File: config.mk
export PLATFORM = sky130hd
export DESIGN_NAME = instr_fetch_unit
export DESIGN_NICKNAME = d
export VERILOG_FILES = /design/src/rtl/instr_fetch_unit.sv
export SDC_FILE = /design/constraint.sdc
export NUM_CORES = 1
export LEC_CHECK = 0
export CORE_MARGIN = 10
export CORE_UTILIZATION = 44
export CTS_BUF_LIST = sky130_fd_sc_hd__clkbuf_4
export CTS_CLUSTER_DIAMETER = 60
export DETAILED_ROUTE_END_ITERATION = 10
export GPL_ROUTABILITY_DRIVEN = 0
export PLACE_DENSITY = 0.95
export SYNTH_ARGS = -nofsm -noshare
export SYNTH_HDL_FRONTEND = slang
export SYNTH_SLANG_ARGS = --single-unit
File: constraint.sdc
create_clock -name clk -period 3.7 [get_ports clk]
set_input_delay 0.74 -clock clk [delete_from_list [all_inputs] [get_ports clk]]
set_output_delay 0.74 -clock clk [all_outputs]
set_load 0.1 [all_outputs]
File: src/rtl/instr_fetch_unit.sv
// IF stage and IF/ID register: PC, instruction fetch, redirect and stall handling.
// Define JUMP_DELAY_SLOT_EN to keep the word after a jump (delay slot) instead of squashing it.
module instr_fetch_unit #(
  parameter logic [31:0] RESET_PC  = 32'h0000_0000,
  parameter logic [31:0] NOP_INSTR = 32'h0000_0000
) (
  input  logic        clk,
  input  logic        rst,
  output logic [31:0] imem_addr,
  input  logic [31:0] imem_rdata,
  input  logic        stall,
  input  logic        jump,
  input  logic        branch_taken,
  input  logic [31:0] branch_target,
  output logic [31:0] pc,
  output logic        id_valid,
  output logic [31:0] id_instr,
  output logic [31:0] id_pc_plus4,
  output logic [5:0]  opcode,
  output logic [5:0]  funct,
  output logic [4:0]  rs,
  output logic [4:0]  rt,
  output logic [4:0]  rd,
  output logic [15:0] imm
);

  logic [31:0] pc_q, pc_d;
  logic [31:0] instr_q, instr_d;
  logic [31:0] pcp4_q, pcp4_d;
  logic        valid_q, valid_d;
  logic [31:0] pc_plus4;
  logic [31:0] jump_target;
  logic        jmp_eff;

  assign pc_plus4    = pc_q + 32'd4;
  assign jump_target = {pcp4_q[31:28], instr_q[25:0], 2'b00};
  assign jmp_eff     = jump & valid_q & ~stall;

  always_comb begin
    pc_d    = pc_q;
    instr_d = instr_q;
    pcp4_d  = pcp4_q;
    valid_d = valid_q;
    priority case (1'b1)
      // the branch is older than anything in IF/ID
      branch_taken: begin
        pc_d    = branch_target;
        instr_d = NOP_INSTR;
        pcp4_d  = 32'd0;
        valid_d = 1'b0;
      end
      jmp_eff: begin
        pc_d = jump_target;
`ifdef JUMP_DELAY_SLOT_EN
        instr_d = imem_rdata;
        pcp4_d  = pc_plus4;
        valid_d = 1'b1;
`else
        instr_d = NOP_INSTR;
        pcp4_d  = 32'd0;
        valid_d = 1'b0;
`endif
      end
      stall: begin
        pc_d = pc_q;
      end
      default: begin
        pc_d    = pc_plus4;
        instr_d = imem_rdata;
        pcp4_d  = pc_plus4;
        valid_d = 1'b1;
      end
    endcase
  end

  always_ff @(posedge clk or posedge rst) begin
    if (rst) begin
      pc_q    <= RESET_PC;
      instr_q <= NOP_INSTR;
      pcp4_q  <= 32'd0;
      valid_q <= 1'b0;
    end else begin
      pc_q    <= pc_d;
      instr_q <= instr_d;
      pcp4_q  <= pcp4_d;
      valid_q <= valid_d;
    end
  end

  assign pc          = pc_q;
  assign imem_addr   = pc_q;
  assign id_valid    = valid_q;
  assign id_instr    = instr_q;
  assign id_pc_plus4 = pcp4_q;
  assign opcode      = instr_q[31:26];
  assign funct       = instr_q[5:0];
  assign rs          = instr_q[25:21];
  assign rt          = instr_q[20:16];
  assign rd          = instr_q[15:11];
  assign imm         = instr_q[15:0];

endmodule
**Word level (Yosys, flattened, before mapping)**

Index checks and enable logic that the tools add are counted.

- Bits in registers: 97
- Input port bits: 69
- Output and inout bits: 172
- Logic and storage cells: 20

- Add/sub/neg operators: 1
- Equal/unequal tests: 1
- Mux-type cells: 11
- Bitwise gates (word level): 3

Operator list:

| cell | number |
|---|---|
| 32-bit two-way mux | 8 |
| 32-bit by 3-bit adder with 32-bit output, second input constant | 1 |
| 1-bit two-way mux | 3 |
| 3-bit by 1-bit != test with 1-bit output, second input constant | 1 |
| 1-bit bitwise AND | 2 |
| 1-bit inverter | 1 |

**Logic depth before layout (Yosys ltp)**

- Depth after elaboration: 4
- Depth in mapped cells: 8
- Depth with buffers taken out: 6

**Worst setup path before layout**

No wires, ideal clock.

- Kind: reg2reg
- Start point: register pc_q[6], in the netlist imem_addr[6]
- End point: register pcp4_q[22], in the netlist id_pc_plus4[22]
- Setup time: 0.122 ns
- Arrival: 2.461 ns
- Required time: 3.578 ns
- Slack: 1.117 ns
- Cell stages (with the launch flop): 8
- Path buffers: 2
- Clock period less this slack: 2.583 ns
- Cells stage by stage: dfrtp_1 buf_4 and4_1 buf_4 nand4_4 or3_1 xnor2_1 a22o_1

- Cells in the longest elaborated chain, start to end: 4

Ends and longest elaborated chain:

| item | RTL line | text |
|---|---|---|
| start: declaration | 27 | `logic [31:0] pc_q, pc_d;` |
| start signal: assignment | 83 | `pc_q <= pc_d;` |
| 32-bit by 3-bit adder with 32-bit output | 35 | `assign pc_plus4 = pc_q + 32'd4;` |
| 32-bit two-way mux (3 in series) | 44 | `priority case (1'b1)` |
| end signal: assignment | 85 | `pcp4_q <= pcp4_d;` |
| end: declaration | 29 | `logic [31:0] pcp4_q, pcp4_d;` |

Every way passes these cells. The select of a mux whose other input is x is not followed.
A chain may end at the register's enable or synchronous reset.

**Final worst setup path**

- Start point: register pc_q[15], in the netlist imem_addr[15]
- End point: output port pc[15]

RTL lines:

| item | RTL line | text |
|---|---|---|
| end: declaration | 15 | `output logic [31:0] pc,` |

No word-level cell between the ends.

==> results.py <==
metrics = {
    "clocking": {
        "cts_buffers": 9,
        "hold_buffers": 0,
        "cts_sinks": 97,
        "cts-root-buf": "clkbuf_4",
        "clk_pin_slew_ps": 170,
        "cts_tree": "done",
        "post_cts_buffers": 0,
        "clkLatencyLatePin_ps": 470,
        "cts.repair.resized": 0,
        "h-tree-depth": 3,
        "cts_max_path_buffers": 2,
    },
    "grt": {
        "grt_pass1_vias": 4925,
        "grt_overflow": 0,
        "grt_pass1_wl_um": 27700,
        "antenna_found_initial": 0,
        "grt_use_total_pct": 21.0,
        "grt_max_degree": 69,
    },
    "yosys": {
        "synthTopCellsByArea": "dfrtp_1 45%, buf_4 11%, a22o_1 6.2%, nand2_1 5.1%, o21ai_0 4.7%",
        "syn_area_per_cell_um2": 9.34,
        "synth.distinct_cells": 57,
        "synth_top_area_cell": "dfrtp_1",
        "syn_nets": 649,
        "synthesis.area_um2": 5410,
        "synth-edff-count": 0,
        "synth-seq-cells": 97,
        "synth_most_common_cell": "dfrtp_1",
        "synth_cells": 579,
        "ys_warn_count": 0,
        "synth_top_area_share_pct": 44.9,
        "synth-seq-area-share_pct": 44.9,
        "synthArstFlopShare_pct": 100,
        "synthFlopType": "dfrtp_1",
        "synth_common_cells": "97 x dfrtp_1, 78 x buf_4, 73 x nand2_1, 51 x o21ai_0, 38 x a22o_1",
    },
    "critical_path": {
        "critPathBufInv": 1,
        "timing.rr.end": "id_pc_plus4[14]",
        "cp_data_required_time_ps": 2960,
        "cp-start-kind": "flop",
        "arrival_ps": 2270,
        "slowest_stage": "clkdlybuf4s50_1",
        "crit_family": "buffers and inverters",
        "r2r_slack_ps": 1290,
        "cp_max_fo": 10,
        "worstSetupPathType": "flop to output pin",
        "path_cells": "clkdlybuf4s50_1",
        "cp-startpoint": "imem_addr[15]",
        "crit_path_max_incr_delay_ps": 1210,
        "worstReg2RegStart": "imem_addr[2]",
        "cp-end-kind": "output pin",
        "rr_worst_depth": 7,
    },
    "floorplanning": {
        "die_y_um": 131,
        "core_area_um2": 12000,
        "fp.dieArea_um2": 17100,
        "start_util_pct": 45.0,
        "io_pins": 241,
        "die_x_um": 131,
        "rows": 40,
    },
    "drt": {
        "first_pass_iters": 5,
        "routed_wl_um": 18600,
        "drt_iter0_drc": 437,
        "vias": 4941,
        "ant_nets": 0,
        "drc": 0,
        "wl_per_cell_um": 21.3,
        "via_per_inst": 5.65,
    },
    "sta": {
        "slew-limit-headroom_pct": 29.2,
        "setup-tns-final_ps": 0,
        "setup_viol": 0,
        "timing.fmax_mhz": 332,
        "rsz0062_at_grt": "no",
        "skew_ps": 22.7,
        "drv_slew": 0,
        "layout_min_cycle_time_ps": 3010,
        "hold_viol": 0,
        "finalCritPeriodShare_pct": 81.5,
        "worst_pin_slew_ps": 1060,
    },
    "hold_path": {
        "hold_path_class": "flop to flop",
        "hold-path-cell-count": 2,
        "hold_start": "id_pc_plus4[16]",
        "holdPathEnd": "id_pc_plus4[16]",
    },
    "place": {
        "place_area_um2": 7320,
        "dp_hpwl_um": 13900,
        "portBuffers": 240,
    },
    "run_status": {
        "status": "complete, no violations",
    },
    "cells_and_area": {
        "layout.nets": 792,
        "syn_to_final_growth_pct": 38.4,
        "drive_gt1_share_pct": 7.02,
        "diodes": 0,
        "fin_area_um2": 7490,
    },
    "power": {
        "power_density_nw_per_um2": 503,
        "p_leak_uw": 0.00306,
        "irDropWorstVdd_mv": 0.282,
    },
    "run": {
        "max_cap_violations": 0,
    },
}
[power by group]
| group | total, uW | internal, uW | switching [uW] |
|---|---|---|---|
| registers | 1280 | 1140 | 139 |
| logic | 1810 | 412 | 1400 |
| clock network | 676 | 283 | 393 |
| total | 3770 | 1840 | 1930 |
[cell usage in the layout, fill, tap and decap left out, types with 5 or more instances in the layout]
cell type / synthesis / layout
nand4_1: 8 / 8
dfrtp_1: 97 / 97
o22ai_1: 9 / 9
o21ai_0: 51 / 51
clkbuf_4: 0 / 9
a21oi_1: 25 / 24
xnor2_1: 15 / 15
buf_4: 78 / 20
clkdlybuf4s50_1: 0 / 228
nand3_1: 12 / 12
xor2_1: 13 / 13
nor2_1: 26 / 25
and3_1: 5 / 5
nand2_1: 73 / 73
a22o_1: 38 / 38
inv_1: 8 / 7
and4_1: 6 / 6
nor3_1: 7 / 7
[state kept, by name, summed over array words and instances (netlist names)]
| signal | cells |
|---|---|
| id_instr | 32 |
| id_pc_plus4 | 32 |
| imem_addr | 32 |
| id_valid | 1 |
[per-stage QoR]
step                hold WS (ps)  instances  util (%)  setup WS [ps]  total power, uW
finish                       498        874      62.3            685             3770
global route                 525        874      62.3            627             3890
CTS                          504        874      62.3            688             3780
detailed placement           467        858      60.9            774             3110
global placement             461        858      60.9            798             3100
floorplan                    857        579         -            426             2720
[cell families (layout without fill, tap and decap cells)]
logic type,count (synthesis),after routing,synth area share [%]
DFF,97,97,44.9
adders and majority gates,1,1,0.231
and+or+nand+nor,161,161,15.3
muxes,3,3,0.555
AOI/OAI and AO/OA,163,163,20.1
buffers and inverters,126,274,14.5
xor gates and xnor gates,28,28,4.53
[worst max path at each step]
stage                    endpoint  slack (ps)  depth (start not counted)
finish                     pc[15]         690                          1
global route         imem_addr[7]         630                          1
floorplan             id_instr[0]         430                          1
global placement    imem_addr[15]         800                          5
CTS                        pc[15]         690                          1
detailed placement  imem_addr[15]         770                          5
[area by class of cell]
cell class                 count  area, um2
fill                         981       4520
clock inverter                 7        100
clock buffer                   9       67.6
tap                          147        184
inverter                       8       32.5
sequential                    97       2430
multi-input combinational    356       2220
timing repair buffer         250       2460
[tightest hold or removal path: stages (launching register included)]
cell     delay (ps)
dfrtp_1         370
nand2_1          50
o21ai_0          60
[per-layer routing]
metal,global-route usage [%],share of wire (%),up-vias
met2,35.4,49,247
met1,24.3,38,2398
met5,0,0,-
li1,-,-,2272
met4,5.49,1.6,0
met3,8.46,12,24
Note: power is estimated with default switching activity, not from simulation.
